===== config.mk =====
export PLATFORM = sky130hd
export DESIGN_NAME = hazard_ctrl
export DESIGN_NICKNAME = d
export VERILOG_FILES = /design/src/rtl/hazard_pkg.sv /design/src/rtl/hazard_reg_match.sv /design/src/rtl/hazard_ctrl.sv
export SDC_FILE = /design/constraint.sdc
export NUM_CORES = 1
export LEC_CHECK = 0
export ABC_CLOCK_PERIOD_IN_PS = 6030
export BUFFER_PORTS_ARGS = -buffer_cell sky130_fd_sc_hd__clkbuf_2
export CAP_MARGIN = 20
export CORE_AREA = 5 5 53 73
export CTS_CLUSTER_DIAMETER = 150
export DETAILED_ROUTE_END_ITERATION = 12
export DIE_AREA = 0 0 58 78
export HOLD_SLACK_MARGIN = 0.08
export PLACE_DENSITY = 0.76
export SLEW_MARGIN = 5
export SYNTH_ARGS = -nofsm -noshare
export SYNTH_HDL_FRONTEND = slang
export SYNTH_HIERARCHICAL = 1
export SYNTH_SLANG_ARGS = --single-unit

===== constraint.sdc =====
create_clock -name clk -period 6.03 [get_ports clk]
set_clock_uncertainty 0.1 [all_clocks]
set_input_delay 0.3015 -clock clk [delete_from_list [all_inputs] [get_ports clk]]
set_output_delay 0.3015 -clock clk [all_outputs]
set_load 0.05 [all_outputs]

===== src/rtl/hazard_pkg.sv =====
// Shared types and field helpers for the pipeline hazard controller.
package hazard_pkg;

    // Controller sequencing states
    typedef enum logic [1:0] {
        IDLE     = 2'd0,
        LD_WAIT  = 2'd1,
        MUL_BUSY = 2'd2,
        MUL_LAST = 2'd3
    } hz_state_e;

    // Response selected for the current cycle, in priority-resolved form
    typedef enum logic [2:0] {
        RESP_DEFAULT  = 3'd0,
        RESP_RESET    = 3'd1,
        RESP_HALTED   = 3'd2,
        RESP_BRANCH   = 3'd3,
        RESP_HOLD     = 3'd4,
        RESP_LOAD     = 3'd5,
        RESP_HALT_DET = 3'd6
    } hz_resp_e;

    typedef struct packed {
        logic pc_enable;
        logic if_id_enable;
        logic id_ex_enable;
        logic if_id_flush;
        logic id_ex_flush;
    } hz_ctrl_t;

    localparam hz_ctrl_t CTRL_DEFAULT = '{1'b1, 1'b1, 1'b1, 1'b0, 1'b0};
    localparam hz_ctrl_t CTRL_RESET   = '{1'b0, 1'b0, 1'b0, 1'b1, 1'b1};
    localparam hz_ctrl_t CTRL_HALTED  = '{1'b0, 1'b0, 1'b1, 1'b1, 1'b1};
    localparam hz_ctrl_t CTRL_BRANCH  = '{1'b1, 1'b1, 1'b1, 1'b1, 1'b1};
    localparam hz_ctrl_t CTRL_HOLD    = '{1'b0, 1'b0, 1'b0, 1'b0, 1'b0};
    localparam hz_ctrl_t CTRL_LOAD    = '{1'b0, 1'b0, 1'b1, 1'b0, 1'b1};

    localparam logic [3:0] DEF_LOAD_OP = 4'h8;
    localparam logic [3:0] DEF_MUL_OP  = 4'h3;
    localparam logic [3:0] DEF_HALT_OP = 4'hF;

    // Field LSB positions; layout from MSB down is opcode, rd, rs, rt
    function automatic int opc_lsb(input int instr_w, input int opc_w);
        return instr_w - opc_w;
    endfunction

    function automatic int rd_lsb(input int instr_w, input int opc_w, input int reg_w);
        return instr_w - opc_w - reg_w;
    endfunction

    function automatic int rs_lsb(input int instr_w, input int opc_w, input int reg_w);
        return instr_w - opc_w - 2 * reg_w;
    endfunction

    function automatic int rt_lsb(input int instr_w, input int opc_w, input int reg_w);
        return instr_w - opc_w - 3 * reg_w;
    endfunction

endpackage


===== src/rtl/hazard_reg_match.sv =====
// Compares the EX destination register against the ID register fields.
module hazard_reg_match
    import hazard_pkg::*;
#(
    parameter int REG_W    = 4,
    parameter bit CHECK_RT = 1'b0,
    parameter bit R0_ZERO  = 1'b1
) (
    input  logic [REG_W-1:0] dst_rd,
    input  logic [REG_W-1:0] id_rd,
    input  logic [REG_W-1:0] id_rs,
    input  logic [REG_W-1:0] id_rt,
    output logic             match
);

    // A hardwired-zero r0 can never carry a real dependency
    always_comb begin
        match = 1'b0;
        if ((dst_rd == id_rd) || (dst_rd == id_rs) || (CHECK_RT && (dst_rd == id_rt)))
            match = 1'b1;
        if (R0_ZERO && (dst_rd == '0))
            match = 1'b0;
    end

endmodule


===== src/rtl/hazard_ctrl.sv =====
// Pipeline hazard controller: load-use stall, multiply hold, branch flush,
// sticky halt and a saturating stall-cycle counter.
//
// state    | meaning
// ---------+--------------------------------------------------------------
// IDLE     | no sequence in progress; detect events by priority
// LD_WAIT  | remaining cycles of a multi-cycle load-use stall
// MUL_BUSY | multiply still occupying EX, front end and ID/EX frozen
// MUL_LAST | final multiply cycle, pipeline advances, no re-detect of it
module hazard_ctrl
    import hazard_pkg::*;
#(
    parameter int               INSTR_W    = 16,
    parameter int               OPC_W      = 4,
    parameter int               REG_W      = 4,
    parameter logic [OPC_W-1:0] LOAD_OP    = OPC_W'(DEF_LOAD_OP),
    parameter logic [OPC_W-1:0] MUL_OP     = OPC_W'(DEF_MUL_OP),
    parameter logic [OPC_W-1:0] HALT_OP    = OPC_W'(DEF_HALT_OP),
    parameter int               LOAD_STALL = 1,
    parameter int               MUL_CYCLES = 4,
    parameter bit               CHECK_RT   = 1'b0,
    parameter bit               R0_ZERO    = 1'b1,
    parameter int               CNT_W      = 16
) (
    input  logic               clk,
    input  logic               rst,
    input  logic [INSTR_W-1:0] instruction_ID,
    input  logic [INSTR_W-1:0] instruction_EX,
    input  logic               ex_valid,
    input  logic               branch_taken,
    output logic               pc_enable,
    output logic               if_id_enable,
    output logic               id_ex_enable,
    output logic               if_id_flush,
    output logic               id_ex_flush,
    output logic               halt,
    output logic [CNT_W-1:0]   stall_cycles
);

    localparam int OPC_LSB  = opc_lsb(INSTR_W, OPC_W);
    localparam int RD_LSB   = rd_lsb(INSTR_W, OPC_W, REG_W);
    localparam int RS_LSB   = rs_lsb(INSTR_W, OPC_W, REG_W);
    localparam int RT_LSB   = rt_lsb(INSTR_W, OPC_W, REG_W);
    localparam int WAIT_MAX = (LOAD_STALL > MUL_CYCLES) ? LOAD_STALL : MUL_CYCLES;
    localparam int WAIT_W   = $clog2(WAIT_MAX + 1);

    logic [OPC_W-1:0]  id_opc;
    logic [OPC_W-1:0]  ex_opc;
    logic [REG_W-1:0]  id_rd;
    logic [REG_W-1:0]  id_rs;
    logic [REG_W-1:0]  id_rt;
    logic [REG_W-1:0]  ex_rd;
    logic              rd_match;
    logic              ld_hit;
    logic              mul_hit;
    logic              halt_hit;
    logic              unused_instr_bits;

    hz_state_e         state_q;
    hz_state_e         state_d;
    logic [WAIT_W-1:0] wait_q;
    logic [WAIT_W-1:0] wait_d;
    logic              halt_q;
    logic [CNT_W-1:0]  stall_q;
    hz_resp_e          resp;
    hz_ctrl_t          ctrl;

    assign id_opc = instruction_ID[OPC_LSB +: OPC_W];
    assign id_rd  = instruction_ID[RD_LSB +: REG_W];
    assign id_rs  = instruction_ID[RS_LSB +: REG_W];
    assign id_rt  = instruction_ID[RT_LSB +: REG_W];
    assign ex_opc = instruction_EX[OPC_LSB +: OPC_W];
    assign ex_rd  = instruction_EX[RD_LSB +: REG_W];

    // EX source fields and any padding below rt play no part in hazards
    assign unused_instr_bits = ^{instruction_ID, instruction_EX};

    hazard_reg_match #(
        .REG_W    (REG_W),
        .CHECK_RT (CHECK_RT),
        .R0_ZERO  (R0_ZERO)
    ) u_reg_match (
        .dst_rd (ex_rd),
        .id_rd  (id_rd),
        .id_rs  (id_rs),
        .id_rt  (id_rt),
        .match  (rd_match)
    );

    // A halt in ID never triggers a load-use stall; single-cycle multiply needs no hold
    assign halt_hit = (id_opc == HALT_OP);
    assign ld_hit   = ex_valid && (ex_opc == LOAD_OP) && rd_match && !halt_hit;
    assign mul_hit  = ex_valid && (ex_opc == MUL_OP) && (MUL_CYCLES > 1);

    // Priority resolution of the response for this cycle
    always_comb begin
        resp = RESP_DEFAULT;
        if (rst) begin
            resp = RESP_RESET;
        end else if (halt_q) begin
            resp = RESP_HALTED;
        end else begin
            case (state_q)
                MUL_BUSY: resp = RESP_HOLD;
                LD_WAIT:  resp = branch_taken ? RESP_BRANCH : RESP_LOAD;
                default: begin
                    if (branch_taken)
                        resp = RESP_BRANCH;
                    else if (mul_hit && (state_q != MUL_LAST))
                        resp = RESP_HOLD;
                    else if (ld_hit)
                        resp = RESP_LOAD;
                    else if (halt_hit)
                        resp = RESP_HALT_DET;
                end
            endcase
        end
    end

    // Next-state and wait-counter load; wait counter exits at zero
    always_comb begin
        state_d = state_q;
        wait_d  = wait_q;
        case (state_q)
            IDLE, MUL_LAST: begin
                state_d = IDLE;
                if (resp == RESP_HOLD) begin
                    if (MUL_CYCLES > 2) begin
                        state_d = MUL_BUSY;
                        wait_d  = WAIT_W'(MUL_CYCLES - 3);
                    end else begin
                        state_d = MUL_LAST;
                    end
                end else if ((resp == RESP_LOAD) && (LOAD_STALL > 1)) begin
                    state_d = LD_WAIT;
                    wait_d  = WAIT_W'(LOAD_STALL - 2);
                end
            end
            LD_WAIT: begin
                if ((resp == RESP_BRANCH) || (wait_q == '0))
                    state_d = IDLE;
                else
                    wait_d = wait_q - WAIT_W'(1);
            end
            MUL_BUSY: begin
                if (wait_q == '0)
                    state_d = MUL_LAST;
                else
                    wait_d = wait_q - WAIT_W'(1);
            end
            default: state_d = IDLE;
        endcase
    end

    // State, wait counter and sticky halt registers
    always_ff @(posedge clk) begin
        if (rst) begin
            state_q <= IDLE;
            wait_q  <= '0;
            halt_q  <= 1'b0;
        end else begin
            state_q <= state_d;
            wait_q  <= wait_d;
            halt_q  <= halt_q || (resp == RESP_HALT_DET);
        end
    end

    // Control outputs from the resolved response
    always_comb begin
        ctrl = CTRL_DEFAULT;
        case (resp)
            RESP_RESET:    ctrl = CTRL_RESET;
            RESP_HALTED:   ctrl = CTRL_HALTED;
            RESP_BRANCH:   ctrl = CTRL_BRANCH;
            RESP_HOLD:     ctrl = CTRL_HOLD;
            RESP_LOAD:     ctrl = CTRL_LOAD;
            RESP_HALT_DET: ctrl = CTRL_LOAD;
            default:       ctrl = CTRL_DEFAULT;
        endcase
    end

    // Stall cycles stop counting once halted; count saturates at all-ones
    always_ff @(posedge clk) begin
        if (rst)
            stall_q <= '0;
        else if (!ctrl.pc_enable && !halt_q && (stall_q != '1))
            stall_q <= stall_q + CNT_W'(1);
    end

    assign pc_enable    = ctrl.pc_enable;
    assign if_id_enable = ctrl.if_id_enable;
    assign id_ex_enable = ctrl.id_ex_enable;
    assign if_id_flush  = ctrl.if_id_flush;
    assign id_ex_flush  = ctrl.id_ex_flush;
    assign halt         = halt_q && !rst;
    assign stall_cycles = stall_q;

endmodule


==> summary by stage <==
Synth
The share of the Yosys chip area taken by registers is 0.2926. Among all flip-flop cells after synthesis, the most frequent one is dfxtp_1. Summing every instance area after synthesis gives 0.001505 mm^2. The number of enable flip-flop cells after synthesis is 0.

The count of distinct cell types in the synthesized netlist is 41. The synthesized net count is 233. The most numerous cell in the Yosys netlist is a21oi_1. The async set-reset flop share out of synthesis is 0. The share of synthesized area in the top cell type comes to 0.2926. dfxtp_1 takes more of the synthesized area than any other cell. The count of state elements after synthesis is 22.

After synthesis, the cell types taking the most area are dfxtp_1, a21oi_1, xnor2_1, nor2_1, ha_1. A synthesized cell averages 7.881 um^2. The number of warnings reported in the yosys synthesis log is 6. By count the netlist is led by a21oi_1, dfxtp_1, nor2_1. Synthesis handed over a netlist of 191 instances.

GRT
The initial antenna violation count came to 0. The total congestion overflow is 0. The number of global-route vias before repair is 1406. Entering global routing, the biggest net connects 26 pins. The first-pass GRT wire length is 6.051 mm. The global routing usage summed across all routing layers is 0.1606.

CTS
The count of hold-fix buffers inserted at cts is 0. The longest clock path from root to sink contains 2 buffers. In this run the post-CTS setup repair buffer count came out at 0. The clock-pin slew on the worst setup and hold paths is 0.08 ns.

The clock net in this run drives a total of 22 sinks. The deepest level of the CTS H-tree is 1. Buffers inserted during clock tree synthesis total 3. The CTS root buffer is clkbuf_8.

The number of resized instances in the post-cts repair step is 0. TritonCTS built the clock tree. Clock latency on the worst-skew pair, taken at its later pin, is 0.27 ns.

Timing
Of the available clock period, the critical path in the final layout requires 0.5194. Measured against its own limit, the worst slew margin works out to 0.6513. At the pin with the least slew margin, the transition time is 0.5231 ns. The total negative setup slack is 0 ns. The number of endpoints with negative hold slack in the final report was 0.

The total setup violations reported at the end of the flow is 0. The worst path in the final design needs a cycle of 3.132 ns, including I/O delays and setup. Setup repair after global routing left no endpoint under its margin.

The worst hold margin is 0.3624 ns. The number of pins with negative max-slew slack in the final report is 0. The maximum clock rate is around 320 MHz.

Worst hold path
The worst min-delay path class is register to register. The number of instances on the worst hold path is 2. In this run the most critical hold path is launched from wait_q[0].

The path with the worst hold slack has its endpoint at wait_q[0].

Detailed routing
The first-pass iteration count of the detailed router is 4. In this run, the number of DRC markers left after iteration 0 of detailed routing was between 40 and 50. The number of remaining DRC errors is 0. The detail-routed via count per cell is approximately 5.6. The mean routed wirelength per cell is 12.98 um. The total wire length is around 3.5 mm. The detailed-route via count is ~1500. In this run the remaining antenna-violating nets after routing total 0.

Power
The switching power summed over all nets is 0.09814 mW. The maximum vdd ir drop is 0.0001422 V. The switching part of the total power is 0.2744.

The share of total power dissipated in combinational logic is 0.186. The total power density per cell area is 198.1 mW/mm^2. The leakage power total is 0.7385 nW.

The proportion of power drawn by the clock network is 0.387. Cell internal power was estimated by the tool at 0.2595 mW. Of the total power, registers draw 0.427.

Placed design
The number of I/O port buffers is 45. At the end of routability-driven placement, the weighted congestion stood at 0.7849. The placed wire-length estimate is 2.753 mm.

Worst setup path
The capturing element type of the critical path is an output pin. At the worst endpoint, the arrival time is between 2 and 3 ns. The origin of the critical flop-to-flop path is state_q[0]. The register-to-register setup slack is 3.16 ns. Along the worst path, the maximum fanout reaches 9. Data on the critical path is required at its endpoint by 5.63 ns. The worst setup path is launched from a register. The worst flop-to-flop path endpoint is stall_cycles[9]. The number of cells on the worst reg-to-reg path is 9.

The critical path is of the register to output pin type.

Layout
The layout overhead on the synthesized area is 19.95%. Of the cells placed in the final design, the portion with a size suffix greater than 1 is 0.2629. The repair_antennas step left the layout with diodes totalling 0. For this run, the post-layout net count is 275.

Status
The run finished with clean final reports.

Flow run
The number of max-cap violations is 0.

Floorplanning
The die width is 58 um. The height of the chip is approximately 78 um. The initial utilization of the core area, before any placement, comes to 0.4820. The floorplan has 24 rows. The area inside the core boundary is 0.003123 mm^2.

Pin placement for this block handled 58 I/O pins. The die covers between 0.004 and 0.005 mm^2.
==> state kept, by name (all words and copies together), names as in the netlist <==
| register | cells |
|---|---|
| stall_cycles | 16 |
| wait_q | 3 |
| state_q | 2 |
| halt_q | 1 |
==> kinds of logic after synthesis <==
group           share of synthesized area
buf+inv                           0.05735
flops                              0.2926
mux                               0.01496
fa+ha+maj                         0.04987
compound gates                     0.2244
xor+xnor                          0.06982
simple gates                       0.2909
==> power by group through the flow <==
stage	Sequential, mW	Clock, mW	Combinational (mW)
after global routing	0.153	0.147	0.0720
final	0.153	0.138	0.0666
after CTS	0.152	0.142	0.0670
after detailed placement	0.156	0	0.0668
after floorplan	0.161	0	0.0420
after global placement	0.156	0	0.0662
==> layout make-up <==
type,count,area [um^2]
flip-flops and latches,22,440.4
multi-input cells,150,978.4
clock inverters,1,30.03
clock buffers,3,41.29
inverters,11,41.29
fillers,306,1318
well taps,39,48.80
repair buffers,45,225.2
==> worst max path at each step <==
stage | startpoint | end | slack (ns) | depth (start not counted)
4_1_cts | state_q[0] | if_id_enable | 2.89 | 7
6_report | state_q[0] | if_id_enable | 2.90 | 7
2_1_floorplan | instruction_ID[10] | id_ex_enable | 3.18 | 8
5_1_grt | state_q[0] | if_id_enable | 2.65 | 7
3_3_place_gp | instruction_EX[8] | pc_enable | 3.11 | 10
3_5_place_dp | instruction_EX[10] | if_id_enable | 3.10 | 10
==> cells in the final DEF (no fill, tap or decap), drive strengths merged, types with 4 or more instances in the layout <==
| cell | n |
|---|---|
| a21oi | 23 |
| a31oi | 6 |
| clkbuf | 48 |
| dfxtp | 22 |
| ha | 6 |
| inv | 11 |
| nand2 | 14 |
| nand3 | 7 |
| nand4 | 10 |
| nor2 | 22 |
| nor2b | 4 |
| nor3 | 6 |
| o21ai | 6 |
| xnor2 | 12 |
==> critical path, cell delays in order (launching register included) <==
cell and delay, ns:
dfxtp_1 0.39, inv_1 0.06, ha_1 0.46, nor2_1 0.14
o31ai_1 0.45, nand2b_1 0.36, and2_2 0.31, clkbuf_2 0.31
==> per-stage QoR <==
stage	instances	setup slack [ns]	util	area, um^2	total power [mW]
4_1_cts	271	2.894	0.5781	1805	0.3613
3_3_place_gp	267	3.110	0.5553	1734	0.2221
3_5_place_dp	267	3.105	0.5553	1734	0.2227
2_1_floorplan	191	3.175	-	1505	0.2033
6_report	271	2.898	0.5781	1805	0.3576
5_1_grt	271	2.645	0.5781	1805	0.3724
==> metal layers <==
| layer | track usage | up-vias | share of wire |
|---|---|---|---|
| met4 | 0.05336 | 0 | 0.013 |
| met1 | 0.1820 | 700 | 0.41 |
| met3 | 0.03488 | 5 | 0.080 |
| met2 | 0.2896 | 44 | 0.50 |
| met5 | 0 | - | 0 |
| li1 | - | 774 | - |
(Power assumes the default switching activity.)
